### src/rtl/reset_seq_pkg.sv
// Shared definitions for the reset sequencer.
//   seq_state_e : sequencer FSM encoding (SYNC -> HOLD -> RELEASE -> RUN)
//   cnt_w       : width of a counter that counts 0..n-1, never less than 1 bit
package reset_seq_pkg;

  typedef enum logic [1:0] {
    SYNC    = 2'd0,
    HOLD    = 2'd1,
    RELEASE = 2'd2,
    RUN     = 2'd3
  } seq_state_e;

  function automatic int cnt_w(input int n);
    return (n <= 2) ? 1 : $clog2(n);
  endfunction

endpackage

### src/rtl/reset_sequencer_sync.sv
// Asynchronous-assert / synchronous-release reset chain.
// Ports:
//   clk      in  system clock
//   rst_n    in  raw board reset, active-low, unsynchronised
//   sync_rst out active-high reset, asserts with rst_n, clears STAGES edges
//                after the first edge that samples rst_n high
module reset_sync #(
  parameter int STAGES = 4
) (
  input  logic clk,
  input  logic rst_n,
  output logic sync_rst
);

  logic [STAGES-1:0] chain;

  // Zeros shift in from the LSB once rst_n is high; the MSB is the output.
  always_ff @(posedge clk or negedge rst_n) begin
    if (!rst_n) begin
      chain <= '1;
    end else begin
      chain <= {chain[STAGES-2:0], 1'b0};
    end
  end

  assign sync_rst = chain[STAGES-1];

endmodule

### src/rtl/reset_sequencer.sv
// Ordered reset generator: one board reset in, NUM_CH staggered active-high
// resets out. Assertion is immediate and asynchronous; release goes through
// a synchroniser, a MIN_HOLD cycle hold, then one channel every GAP cycles
// starting with ch0. A synchronous soft_rst re-runs the hold and release.
// Ports:
//   clk       in   system clock
//   rst_n     in   asynchronous active-low reset (any edge/level)
//   soft_rst  in   synchronous soft-reset request, level, active-high
//   rst_out   out  [NUM_CH] per-channel reset, active-high
//   seq_busy  out  high while any rst_out bit is asserted
//   seq_done  out  one-cycle pulse when the last channel releases
module reset_sequencer
  import reset_seq_pkg::*;
#(
  parameter int STAGES   = 4,
  parameter int NUM_CH   = 3,
  parameter int MIN_HOLD = 16,
  parameter int GAP      = 8
) (
  input  logic              clk,
  input  logic              rst_n,
  input  logic              soft_rst,
  output logic [NUM_CH-1:0] rst_out,
  output logic              seq_busy,
  output logic              seq_done
);

  localparam int HW = cnt_w(MIN_HOLD);
  localparam int GW = cnt_w(GAP);
  localparam int CW = cnt_w(NUM_CH);

  localparam logic [HW-1:0]     HOLD_LAST = HW'(MIN_HOLD - 1);
  localparam logic [GW-1:0]     GAP_LAST  = GW'(GAP - 1);
  localparam logic [CW-1:0]     CH_LAST   = CW'(NUM_CH - 1);
  localparam logic [NUM_CH-1:0] CH_ONE    = NUM_CH'(1);

  // Parameter range checks at elaboration.
  if (STAGES < 2) begin : g_bad_stages
    $error("reset_sequencer: STAGES must be >= 2");
  end
  if (NUM_CH < 1 || NUM_CH > 16) begin : g_bad_num_ch
    $error("reset_sequencer: NUM_CH must be in 1..16");
  end
  if (MIN_HOLD < 1) begin : g_bad_min_hold
    $error("reset_sequencer: MIN_HOLD must be >= 1");
  end
  if (GAP < 1) begin : g_bad_gap
    $error("reset_sequencer: GAP must be >= 1");
  end

  logic sync_rst;

  reset_sync #(.STAGES(STAGES)) u_sync (
    .clk      (clk),
    .rst_n    (rst_n),
    .sync_rst (sync_rst)
  );

  seq_state_e        state, state_d;
  logic [HW-1:0]     hold_cnt, hold_cnt_d;
  logic [GW-1:0]     gap_cnt, gap_cnt_d;
  logic [CW-1:0]     ch_idx, ch_idx_d;
  logic [CW-1:0]     ch_nx;
  logic [NUM_CH-1:0] rst_out_d;
  logic              seq_done_d;

  assign ch_nx = ch_idx + 1'b1;

  always_comb begin
    state_d    = state;
    hold_cnt_d = hold_cnt;
    gap_cnt_d  = gap_cnt;
    ch_idx_d   = ch_idx;
    rst_out_d  = rst_out;
    seq_done_d = 1'b0;

    case (state)
      SYNC: begin
        if (!sync_rst) begin
          state_d    = HOLD;
          hold_cnt_d = '0;
        end
      end
      default: begin
        // soft_rst outranks any release or done pulse due this cycle.
        if (soft_rst) begin
          state_d    = HOLD;
          hold_cnt_d = '0;
          gap_cnt_d  = '0;
          ch_idx_d   = '0;
          rst_out_d  = '1;
        end else begin
          case (state)
            HOLD: begin
              if (hold_cnt == HOLD_LAST) begin
                // ch0 releases on the same edge that leaves HOLD.
                rst_out_d = rst_out & ~CH_ONE;
                ch_idx_d  = '0;
                gap_cnt_d = '0;
                if (NUM_CH == 1) begin
                  seq_done_d = 1'b1;
                  state_d    = RUN;
                end else begin
                  state_d = RELEASE;
                end
              end else begin
                hold_cnt_d = hold_cnt + 1'b1;
              end
            end
            RELEASE: begin
              if (gap_cnt == GAP_LAST) begin
                gap_cnt_d = '0;
                ch_idx_d  = ch_nx;
                rst_out_d = rst_out & ~(CH_ONE << ch_nx);
                if (ch_nx == CH_LAST) begin
                  seq_done_d = 1'b1;
                  state_d    = RUN;
                end
              end else begin
                gap_cnt_d = gap_cnt + 1'b1;
              end
            end
            default: begin
              rst_out_d = '0;
            end
          endcase
        end
      end
    endcase
  end

  always_ff @(posedge clk or negedge rst_n) begin
    if (!rst_n) begin
      state    <= SYNC;
      hold_cnt <= '0;
      gap_cnt  <= '0;
      ch_idx   <= '0;
      rst_out  <= '1;
      seq_busy <= 1'b1;
      seq_done <= 1'b0;
    end else begin
      state    <= state_d;
      hold_cnt <= hold_cnt_d;
      gap_cnt  <= gap_cnt_d;
      ch_idx   <= ch_idx_d;
      rst_out  <= rst_out_d;
      seq_busy <= |rst_out_d;
      seq_done <= seq_done_d;
    end
  end

endmodule

### config.mk
export PLATFORM = sky130hd
export DESIGN_NAME = reset_sequencer
export DESIGN_NICKNAME = d
export VERILOG_FILES = /design/src/rtl/reset_seq_pkg.sv /design/src/rtl/reset_sequencer_sync.sv /design/src/rtl/reset_sequencer.sv
export SDC_FILE = /design/constraint.sdc
export NUM_CORES = 1
export LEC_CHECK = 0
export ABC_CLOCK_PERIOD_IN_PS = 1600
export CAP_MARGIN = 20
export CELL_PAD_IN_SITES_DETAIL_PLACEMENT = 1
export CELL_PAD_IN_SITES_GLOBAL_PLACEMENT = 1
export CORE_ASPECT_RATIO = 1.75
export CORE_MARGIN = 2
export CORE_UTILIZATION = 40
export CTS_BUF_LIST = sky130_fd_sc_hd__clkbuf_8
export DETAILED_ROUTE_END_ITERATION = 8
export PLACE_DENSITY_LB_ADDON = 0.1
export SETUP_SLACK_MARGIN = 0.15
export SLEW_MARGIN = 20
export SYNTH_ARGS = -nofsm -noshare
export SYNTH_HDL_FRONTEND = slang
export SYNTH_SLANG_ARGS = --single-unit
### constraint.sdc
create_clock -name clk -period 1.6 [get_ports clk]
set_input_delay 0.48 -clock clk [delete_from_list [all_inputs] [get_ports clk]]
set_output_delay 0.48 -clock clk [all_outputs]
set_load 0.02 [all_outputs]
==> metrics.md <==
| Metric | Value |
|---|---|
| Async S/R FF share, synth | `100%` |
| Layout cell share with drive strength beyond 1 | `59.0%` |
| P_int | `0.00187 W` |
| H-Tree Depth | `1` |
| CP max-delay cell | `dfrtp_1` |
| Placed cells | `160` |
| Metal-1 WL | `1330 um` |
| Synth Warn # | `0` |
| Lkg Pwr | `0.785 nW` |
| Fmax | `631 MHz` |
| Synth top area cells | `dfrtp_1, dfstp_2, ha_1, nand2_1, a21oi_1` |
| Tcrit/Tclk final | `99.1%` |
| Sequential cell area | `512 um^2` |
| Clk buf depth | `2` |
| Die area | `3250 um^2` |
| Post-Layout Cell Count | `183` |
| Sw frac | `39.9%` |
| Critical Path, Cell by Cell | `buf_6, ha_4, and2b_2, a21boi_4, and4b_1, nor3_2` |
| Crit-path max FO | `8` |
| Final Core Density | `66.1%` |
| Area fraction of the dominant cell type after synthesis | `26.9%` |
| Largest net degree at the start of global routing | `21` |
| Routed Antenna Nets | `0` |
| Buffers and inverters on the worst path | `1` |
| Grt total ovfl | `0` |
| Layout area overhead | `59.4%` |
| RSZ-0062 raised after global routing | `true` |
| Routed wl met3 | `58 um` |
| Max-cap check violation count | `0` |
| Worst Setup Start Kind | `register` |
| EDFF count, synth | `0` |
| Setup ws final | `0.0147 ns` |
| Final setup fails | `0` |
| DRT Pass-1 Iters | `4` |
| Initial Util | `41.5%` |
| First-pass GRT wire length | `5170 um` |
| Combinational power share | `63.2%` |
| Via Count | `1049` |
| Residual DRC count | `0` |
| Outcome | `finished, final reports clean` |
| Setup TNS | `0 ns` |
| Initial antenna violation count | `0` |
| Metal2 WL | `2090 um` |
| # diodes | `0` |
| Post-synthesis sequential area ratio | `45.7%` |
| Initial drt markers | `22` |
| DP Wirelength | `2180 um` |
| Arrival time at the worst endpoint | `1.73 ns` |
| Crit-path leading delay family | `simple AND/OR/NAND/NOR gates` |
| Root buffer cell | `clkbuf_8` |
| Die Span Y | `73.9 um` |
| Clk sinks | `20` |
| Fillers | `290` |
| Top FF cell, synth | `dfrtp_1` |
| CTS tree | `yes` |
| Synthesized netlist net count | `121` |
| P_sw | `0.00124 W` |
| Nets | `169` |
| WS Path Type | `register to register` |
| Gpl congestion | `0.745` |
| Core area | `2690 um^2` |
| Total power | `0.00311 W` |
| Routed len/inst | `19.4 um` |
| Pwr/cell area | `1750 nW/um^2` |
| Max layer used | `met4` |
| Period minus WS final | `1.59 ns` |
| Clk slew on worst S/H paths | `0.07 ns` |
| IO Pins | `8` |
| Count of cell types in the netlist | `41` |
| PortBufs | `7` |
| Post-Syn Instances | `109` |
| Drt total wl | `3550 um` |
| Clock network latency to the later pin of the worst-skew pair | `0.26 ns` |
| Maximum vdd drop | `1320 uV` |
| Mapped Area | `1120 um^2` |
| Critical Path End Type | `register` |
| Row count | `25` |
| Slew Viols, Final | `0` |
| Synth Area per Inst | `10.2 um^2` |
| Reg power frac | `24.2%` |
| Pre-CTS setup slack | `-0.287 ns` |
| Vias in the first global route | `1091` |
| Synth Register Bits | `20` |
| Total CTS buffers | `3` |
| Worst endpoint required time | `1.74 ns` |
| Worst min path class | `register to register` |
| Clock skew | `0.00667 ns` |
| Hold_buf cts | `0` |
| Multi-input logic area | `763 um^2` |
| Fin. Hold Viols | `0` |
| Drt via density | `5.73` |
| Delay of the slowest critical-path stage | `0.41 ns` |
| Clk network pwr share | `12.7%` |
| Die X | `43.9 um` |
| Largest area contributor in the netlist | `dfrtp_1` |
| Total GRT Usage | `22.1%` |
==> sequential cells by signal, indices dropped and copies added, names as in the netlist <==
name	cells
state	2
seq_busy	1
u_sync.chain	4
seq_done	1
rst_out	3
gap_cnt	3
ch_idx	2
hold_cnt	4
==> per-layer routing <==
metal,track usage (%),vias up
met5,0,-
met4,10.1,0
met3,3.19,10
met2,42.6,17
met1,22.0,531
li1,-,491
==> power by group through the flow <==
stage | registers [W] | logic (W) | clock network (W)
final | 0.000753 | 0.00197 | 0.000395
after global routing | 0.000760 | 0.00210 | 0.000417
after CTS | 0.000750 | 0.00176 | 0.000407
after detailed placement | 0.000736 | 0.00135 | 0
after global placement | 0.000731 | 0.00130 | 0
after floorplan | 0.000808 | 0.000720 | 0
==> synthesized netlist by cell type, drive strengths merged (3+ instances only) <==
cell type  number
nand2          13
nand3           4
ha              9
nor3            3
o21ai           5
inv             5
nor2            6
a21oi           8
buf             3
dfrtp          12
dfstp           8
==> cell usage in the layout (no fill, tap or decap), types with 3 or more instances in the layout <==
| cell | Yosys | layout |
|---|---|---|
| ha_4 | 0 | 5 |
| dfrtp_1 | 12 | 11 |
| buf_6 | 1 | 5 |
| dfstp_2 | 8 | 8 |
| nand2_1 | 13 | 12 |
| o21ai_1 | 0 | 3 |
| a21oi_1 | 8 | 4 |
| nand3_1 | 3 | 3 |
| buf_4 | 0 | 38 |
| a21oi_2 | 0 | 3 |
| clkbuf_8 | 1 | 4 |
| nor2_1 | 5 | 4 |
==> final cells by class <==
class / instances / area share (%)
Multi-Input combinational cell: 79 / 42.9
Sequential cell: 20 / 28.8
Timing Repair Buffer: 48 / 22.2
Clock buffer: 4 / 3.09
Tap cell: 27 / 1.90
Inverter: 5 / 1.20
==> final timing paths <==
check | from | depth (start not counted) | end | slack, ns
min | u_sync.chain[0]$_DFF_PN1_ | 0 | u_sync.chain[1]$_DFF_PN1_ | 0.36
min reg2reg | u_sync.chain[0]$_DFF_PN1_ | 0 | u_sync.chain[1]$_DFF_PN1_ | 0.36
max in group asynchronous | rst_n | 2 | rst_out[2]$_DFF_PN1_ | 0.78
max | state[1]$_DFFE_PN0P_ | 6 | state[0]$_DFFE_PN0P_ | 0.01
max reg2reg | state[1]$_DFFE_PN0P_ | 6 | state[0]$_DFFE_PN0P_ | 0.01
min in group asynchronous | rst_n | 2 | ch_idx[0]$_DFFE_PN0P_ | 0.55
==> timing repair <==
item	CTS	global route
resized for setup	54	11
endpoints found under the setup margin	17	15
buffers inserted	13	6
pin swaps	14	4
==> kinds of logic after synthesis <==
logic type | count (synthesis) | synth area share (%)
other | 1 | 0.336
multiplexers | 1 | 0.897
flip-flops | 20 | 45.7
AND/OR/NAND/NOR | 37 | 18.2
adder cells (fa/ha/maj) | 9 | 10.1
buffers and inverters | 10 | 5.27
AO/OA/AOI/OAI | 31 | 19.5
==> stage by stage <==
stage               area (um^2)  hold slack (ns)
floorplan                  1160            0.184
global placement           1390            0.345
detailed placement         1390            0.349
CTS                        1690            0.360
global route               1780            0.361
finish                     1780            0.357
Note: power is estimated with default switching activity, not from simulation.
